===== src/rtl/mem_wb_stage.sv =====
// mem_wb_stage: memory-access and writeback pipeline stage.
// Runs loads/stores on the dmem request/grant/response bus, formats load data,
// and registers the writeback bundle toward the register files.
// Optional define MEM_WB_TIMEOUT_EN: bounds the RESP wait to TIMEOUT_CYCLES and
// reports a bus error on expiry. Without it RESP waits indefinitely.
module mem_wb_stage #(
    parameter int TIMEOUT_CYCLES = 64
) (
    input  logic        clk,
    input  logic        rst_n,
    input  logic        mem_valid,
    input  logic [31:0] mem_alu_result,
    input  logic [31:0] mem_store_data,
    input  logic [4:0]  mem_rd_addr,
    input  logic        mem_wb_sel,
    input  logic        mem_is_store,
    input  logic [1:0]  mem_size,
    input  logic        mem_unsigned,
    input  logic        mem_wb_fp_en,
    input  logic        mem_wb_int_en,
    output logic        mem_stall,
    output logic        dmem_req,
    output logic        dmem_we,
    output logic [31:0] dmem_addr,
    output logic [31:0] dmem_wdata,
    output logic [3:0]  dmem_wstrb,
    input  logic        dmem_gnt,
    input  logic        dmem_rvalid,
    input  logic [31:0] dmem_rdata,
    output logic        wb_valid,
    output logic [31:0] wb_data,
    output logic [4:0]  wb_rd_addr,
    output logic        wb_fp_en,
    output logic        wb_int_en,
    output logic        wb_misalign,
    output logic        wb_bus_err
);

    typedef enum logic [1:0] {
        S_IDLE,
        S_REQ,
        S_RESP,
        S_DONE
    } state_e;

    state_e      state_q;

    // Access context captured when the request is launched
    logic [1:0]  addr_lo_q;
    logic [1:0]  size_q;
    logic        uns_q;
    logic [4:0]  rd_q;
    logic        store_q;
    logic        fp_en_q;
    logic        int_en_q;
    logic [31:0] rdata_q;

    // Registered bus drive
    logic        req_q;
    logic        we_q;
    logic [31:0] addr_q;
    logic [31:0] wdata_q;
    logic [3:0]  wstrb_q;

    // Writeback registers and their next-state values
    logic        wb_valid_q, wb_valid_d;
    logic [31:0] wb_data_q,  wb_data_d;
    logic [4:0]  wb_rd_q,    wb_rd_d;
    logic        wb_fp_q,    wb_fp_d;
    logic        wb_int_q,   wb_int_d;
    logic        wb_mis_q,   wb_mis_d;

    logic        memop;
    logic        aligned;
    logic        start;
    logic        resp_err;
    logic [31:0] wdata_lane;
    logic [3:0]  wstrb_lane;
    logic [7:0]  ld_byte;
    logic [15:0] ld_half;
    logic [31:0] ld_data;

`ifdef MEM_WB_TIMEOUT_EN
    localparam int CNT_W = $clog2(TIMEOUT_CYCLES + 1);
    logic [CNT_W-1:0] cnt_q;
    logic             err_q;
    logic             wb_err_q;
`endif

    assign memop = mem_wb_sel | mem_is_store;
    assign start = (state_q == S_IDLE) && mem_valid && memop && aligned;

    // Natural-alignment check of the incoming effective address
    always_comb begin
        case (mem_size)
            2'd0:    aligned = 1'b1;
            2'd1:    aligned = ~mem_alu_result[0];
            default: aligned = (mem_alu_result[1:0] == 2'b00);
        endcase
    end

    // Store lane replication and byte strobes for the incoming access
    always_comb begin
        case (mem_size)
            2'd0: begin
                wdata_lane = {4{mem_store_data[7:0]}};
                wstrb_lane = 4'b0001 << mem_alu_result[1:0];
            end
            2'd1: begin
                wdata_lane = {2{mem_store_data[15:0]}};
                wstrb_lane = mem_alu_result[1] ? 4'b1100 : 4'b0011;
            end
            default: begin
                wdata_lane = mem_store_data;
                wstrb_lane = 4'b1111;
            end
        endcase
    end

    // Load lane selection and sign/zero extension of the captured read word
    always_comb begin
        case (addr_lo_q)
            2'd0:    ld_byte = rdata_q[7:0];
            2'd1:    ld_byte = rdata_q[15:8];
            2'd2:    ld_byte = rdata_q[23:16];
            default: ld_byte = rdata_q[31:24];
        endcase
        ld_half = addr_lo_q[1] ? rdata_q[31:16] : rdata_q[15:0];
        case (size_q)
            2'd0:    ld_data = uns_q ? {24'b0, ld_byte} : {{24{ld_byte[7]}}, ld_byte};
            2'd1:    ld_data = uns_q ? {16'b0, ld_half} : {{16{ld_half[15]}}, ld_half};
            default: ld_data = rdata_q;
        endcase
    end

    // Access FSM: launches the request, waits for grant/response, captures read data
    always_ff @(posedge clk or negedge rst_n) begin
        if (!rst_n) begin
            state_q   <= S_IDLE;
            req_q     <= 1'b0;
            we_q      <= 1'b0;
            addr_q    <= '0;
            wdata_q   <= '0;
            wstrb_q   <= '0;
            addr_lo_q <= '0;
            size_q    <= '0;
            uns_q     <= 1'b0;
            rd_q      <= '0;
            store_q   <= 1'b0;
            fp_en_q   <= 1'b0;
            int_en_q  <= 1'b0;
            rdata_q   <= '0;
`ifdef MEM_WB_TIMEOUT_EN
            cnt_q     <= '0;
            err_q     <= 1'b0;
`endif
        end else begin
            case (state_q)
                S_IDLE: begin
                    if (start) begin
                        req_q     <= 1'b1;
                        we_q      <= mem_is_store;
                        addr_q    <= {mem_alu_result[31:2], 2'b00};
                        wdata_q   <= wdata_lane;
                        wstrb_q   <= wstrb_lane;
                        addr_lo_q <= mem_alu_result[1:0];
                        size_q    <= mem_size;
                        uns_q     <= mem_unsigned;
                        rd_q      <= mem_rd_addr;
                        store_q   <= mem_is_store;
                        fp_en_q   <= mem_wb_fp_en;
                        int_en_q  <= mem_wb_int_en;
                        state_q   <= S_REQ;
                    end
                end
                S_REQ: begin
                    if (dmem_gnt) begin
                        req_q   <= 1'b0;
                        we_q    <= 1'b0;
                        state_q <= store_q ? S_DONE : S_RESP;
`ifdef MEM_WB_TIMEOUT_EN
                        cnt_q   <= '0;
                        err_q   <= 1'b0;
`endif
                    end
                end
                S_RESP: begin
                    if (dmem_rvalid) begin
                        rdata_q <= dmem_rdata;
                        state_q <= S_DONE;
                    end
`ifdef MEM_WB_TIMEOUT_EN
                    else if (cnt_q == CNT_W'(TIMEOUT_CYCLES - 1)) begin
                        err_q   <= 1'b1;
                        state_q <= S_DONE;
                    end else begin
                        cnt_q <= cnt_q + CNT_W'(1);
                    end
`endif
                end
                S_DONE: begin
                    state_q <= S_IDLE;
                end
                default: begin
                    state_q <= S_IDLE;
                end
            endcase
        end
    end

`ifdef MEM_WB_TIMEOUT_EN
    assign resp_err = err_q;
`else
    // No timeout path: a response can never error, so the limit has no effect.
    localparam bit TimeoutCfgd = (TIMEOUT_CYCLES > 0);
    assign resp_err = 1'b0 & TimeoutCfgd;
`endif

    // Next writeback bundle: memory completion, ALU pass-through or misalignment
    always_comb begin
        wb_valid_d = 1'b0;
        wb_data_d  = wb_data_q;
        wb_rd_d    = wb_rd_q;
        wb_fp_d    = 1'b0;
        wb_int_d   = 1'b0;
        wb_mis_d   = 1'b0;
        if (state_q == S_DONE) begin
            wb_valid_d = 1'b1;
            wb_rd_d    = rd_q;
            if (store_q || resp_err) begin
                wb_data_d = '0;
            end else begin
                wb_data_d = ld_data;
                wb_fp_d   = fp_en_q;
                wb_int_d  = int_en_q;
            end
        end else if ((state_q == S_IDLE) && mem_valid) begin
            if (!memop) begin
                wb_valid_d = 1'b1;
                wb_data_d  = mem_alu_result;
                wb_rd_d    = mem_rd_addr;
                wb_fp_d    = mem_wb_fp_en;
                wb_int_d   = mem_wb_int_en;
            end else if (!aligned) begin
                wb_valid_d = 1'b1;
                wb_mis_d   = 1'b1;
                wb_data_d  = mem_alu_result;
                wb_rd_d    = mem_rd_addr;
            end
        end
    end

    // Writeback register stage
    always_ff @(posedge clk or negedge rst_n) begin
        if (!rst_n) begin
            wb_valid_q <= 1'b0;
            wb_data_q  <= '0;
            wb_rd_q    <= '0;
            wb_fp_q    <= 1'b0;
            wb_int_q   <= 1'b0;
            wb_mis_q   <= 1'b0;
        end else begin
            wb_valid_q <= wb_valid_d;
            wb_data_q  <= wb_data_d;
            wb_rd_q    <= wb_rd_d;
            wb_fp_q    <= wb_fp_d;
            wb_int_q   <= wb_int_d;
            wb_mis_q   <= wb_mis_d;
        end
    end

`ifdef MEM_WB_TIMEOUT_EN
    // Bus-error flag accompanies the writeback pulse of a timed-out load
    always_ff @(posedge clk or negedge rst_n) begin
        if (!rst_n) begin
            wb_err_q <= 1'b0;
        end else begin
            wb_err_q <= (state_q == S_DONE) && err_q;
        end
    end
    assign wb_bus_err = wb_err_q;
`else
    assign wb_bus_err = 1'b0;
`endif

    assign mem_stall   = start || (state_q == S_REQ) || (state_q == S_RESP);
    assign dmem_req    = req_q;
    assign dmem_we     = we_q;
    assign dmem_addr   = addr_q;
    assign dmem_wdata  = wdata_q;
    assign dmem_wstrb  = wstrb_q;
    assign wb_valid    = wb_valid_q;
    assign wb_data     = wb_data_q;
    assign wb_rd_addr  = wb_rd_q;
    assign wb_fp_en    = wb_fp_q;
    assign wb_int_en   = wb_int_q;
    assign wb_misalign = wb_mis_q;

endmodule


===== config.mk =====
export PLATFORM = sky130hd
export DESIGN_NAME = mem_wb_stage
export DESIGN_NICKNAME = d
export VERILOG_FILES = /design/src/rtl/mem_wb_stage.sv
export SDC_FILE = /design/constraint.sdc
export NUM_CORES = 1
export LEC_CHECK = 0
export CORE_ASPECT_RATIO = 1.2
export CORE_MARGIN = 2
export CORE_UTILIZATION = 30
export CTS_BUF_LIST = sky130_fd_sc_hd__clkbuf_8
export DETAILED_ROUTE_END_ITERATION = 8
export PLACE_DENSITY = 0.64
export SLEW_MARGIN = 20
export SYNTH_ARGS = -nofsm -noshare
export SYNTH_HDL_FRONTEND = slang
export SYNTH_SLANG_ARGS = --single-unit

===== constraint.sdc =====
create_clock -name clk -period 5.5 [get_ports clk]
set_input_delay 1.1 -clock clk [delete_from_list [all_inputs] [get_ports clk]]
set_output_delay 1.1 -clock clk [all_outputs]
set_load 0.02 [all_outputs]

==> results.toml <==
[critical_path]
max_stage_delay_ps = 550
cpMostUsedCell = "clkdlybuf4s50_1"
cp-start-kind = "input pin"
crit_chain = "clkdlybuf4s50_1 -> buf_4 -> o21ai_2 -> nand3b_1 -> nand2_1 -> clkdlybuf4s50_1"
crit_path_max_fanout = 31
worstPathArrival_ps = 2850
critPathCaptureType = "output pin"
slowest_stage = "clkdlybuf4s50_1"
cp.required_ps = 4400
path_class = "in2out"

[timing]
fin_setup_tns_ps = 0
tightest_slew_ps = 998
max_slew_margin = 0.333
max_freq_ghz = 0.253
clock_skew_ps = 15.1
setup_ws_ps = 1550
final_hold_viol_count = 0
period_needed_ps = 3950
fin_crit_sh = 0.718
setup_viol = 0
fin_hold_ws_ps = 488
rsz0062_at_grt = "no"
drv_slew = 0

[die]
io_pins = 226
dieArea_sq_um = 25300
die_x_um = 145
core_sq_um = 23700
rows = 62
start_util = 0.303
die_y_um = 174

[logic_synthesis]
yosysSeqAreaShare = 0.542
synth-main-ff-cell = "dfrtp_1"
synthTopCellsByCount = "dfrtp_1, mux2_1, mux2i_1, o21ai_0, nand2_1"
synth_cells = 605
syn_avg_cell_area_sq_um = 11.9
synth_most_common_cell = "dfrtp_1"
postSynth.asyncResetShare = 1.00
syn_area_sq_um = 7200
ys_ff_latch = 156
synth_top_area_frac = 0.542
synthTopCellsByArea = "dfrtp_1, mux2_1, mux2i_1, mux2_2, o21ai_0"
synth_edf_count = 0
synth_top_area_cell = "dfrtp_1"
yosys_warnings = 0
yosys.cell_types.count = 50

[routing]
wl_per_cell_um = 18.6
wl_um = 21300
routed_via_density = 4.85
drcViolationCount = 0
ant_nets = 0
num_vias = 5562
first_pass_iters = 5
drt_iter0_drc = 332

[power]
ir_worst_vdd_mv = 0.216
p_seq_frac = 0.362
switching_power_mw = 2.36
p_leak_nw = 4.26
power-per-cell-area_nw_per_um2 = 591
pwr-share-clk = 0.151
sw_frac_of_total = 0.395
p_int_mw = 3.62
p_comb_frac = 0.487

[placed_design]
place.gp.congestion = 0.734
io_buffer_count = 222
dp.cells = 1114
dp_hpwl_um = 15200
dp_slack_ps = 1550

[clock_tree]
cts_buffers = 17
root_buffer = "clkbuf_8"
ctsHoldBuffers = 0
clk_path_buf_depth = 2
postCtsSetupRepairBufs = 0
path_clk_slew_ps = 90
clk_latency_ps = 440
cts_resized = 0
cts_max_level = 4
cts_tree = "yes"
clkSinkCount = 156

[hold_path]
hold_class = "reg2reg"

[global_route]
grt_usage = 0.169
grt_pass1_wl_um = 33400
grt_max_degree = 77
antenna_found_initial = 1
grt_pass1_vias = 5697
overflow = 0

[final_layout]
final_nets = 931
final_cells = 1147
final_util = 0.426
drive_gt1_frac = 0.113
synthToLayoutAreaGrowth_pct = 40.5

[outcome]
outcome = "finished, final reports clean"

[flow_run]
timing.max_cap.violations = 0
layer usage:
metal	wire [um]	vias up	global-route usage
met5	0	-	0
met3	1270	25	0.0482
met1	8880	2732	0.207
met2	10700	179	0.288
li1	-	2626	-
met4	476	0	0.0551
power groups by stage:
stage	registers [mW]	clock network [mW]	logic, mW
2_1_floorplan	2.52	0	1.28
3_3_place_gp	2.17	0	2.90
4_1_cts	2.16	0.934	2.95
5_1_grt	2.24	0.975	3.14
3_5_place_dp	2.18	0	2.94
6_report	2.16	0.902	2.91
area by class of cell:
class | count | area [sq um]
Multi-Input combinational cell | 399 | 3070
Sequential cell | 156 | 3900
Inverter | 7 | 26.3
Timing Repair Buffer | 232 | 2300
Fill cell | 2338 | 13600
Clock inverter | 12 | 138
Tap cell | 320 | 400
Clock buffer | 20 | 275
Antenna cell | 1 | 2.50
final timing paths:
kind / from / to / slack (ps) / cells past startpoint
setup / recovery: mem_size[1] / mem_stall / 1550 / 6
hold / removal: dmem_wstrb[1] / dmem_wstrb[1] / 490 / 2
setup reg to reg: state_q[0] / dmem_addr[20] / 2690 / 7
hold reg to reg: dmem_wstrb[1] / dmem_wstrb[1] / 490 / 2
max in group asynchronous: rst_n / dmem_addr[3] / 3730 / 2
min in group asynchronous: rst_n / dmem_addr[25] / 630 / 1
critical path, delay by kind of cell:
kind,cells,cell delay [ps]
AND/OR/NAND/NOR,2,230
buffers and inverters,3,1340
AO/OA/AOI/OAI,1,170
through the flow:
| stage | power (mW) | area [sq um] |
|---|---|---|
| after CTS | 6.04 | 10100 |
| after global placement | 5.07 | 9700 |
| after global routing | 6.36 | 10100 |
| after detailed placement | 5.12 | 9700 |
| final | 5.98 | 10100 |
| after floorplan | 3.80 | 7210 |
layout by cell type, fill, tap and decap left out, types with 2 or more instances in the layout:
cell type / instances
nor2_1: 31
conb_1: 3
mux2_2: 34
a21o_1: 2
nand2b_1: 5
o21bai_1: 2
inv_8: 2
a211oi_1: 2
o211ai_1: 6
nor2b_1: 10
mux2i_1: 46
nand3_1: 2
a22o_1: 3
nor4_1: 2
nor3_1: 18
and3_1: 2
ha_1: 5
o22ai_2: 10
a2111oi_0: 2
inv_6: 2
a222oi_1: 8
o21ai_0: 46
dfrtp_1: 156
nand2_1: 39
a21oi_1: 12
a311o_1: 6
o22ai_1: 9
bufinv_16: 2
inv_1: 9
clkinv_4: 2
mux2_1: 50
a2bb2oi_1: 15
o21ai_1: 11
clkbuf_8: 20
buf_4: 10
clkdlybuf4s50_1: 221
a21oi_2: 2
cell families after synthesis:
kind of cell | count (synthesis) | share of synthesized area
AO/OA/AOI/OAI | 145 | 0.144
adder cells (fa/ha/maj) | 5 | 0.00869
buffers and inverters | 52 | 0.0327
flip-flops | 156 | 0.542
multiplexers | 131 | 0.199
other | 1 | 0.000521
AND/OR/NAND/NOR | 115 | 0.0733
state kept, by name, indices dropped and copies added (netlist names), 2 cells and up:
register	cells
dmem_addr	30
dmem_wstrb	4
size_q	2
addr_lo_q	2
dmem_wdata	32
wb_rd_addr	5
wb_data	32
state_q	2
rd_q	5
rdata_q	32
No activity file was read; power rests on OpenSTA's default activity.
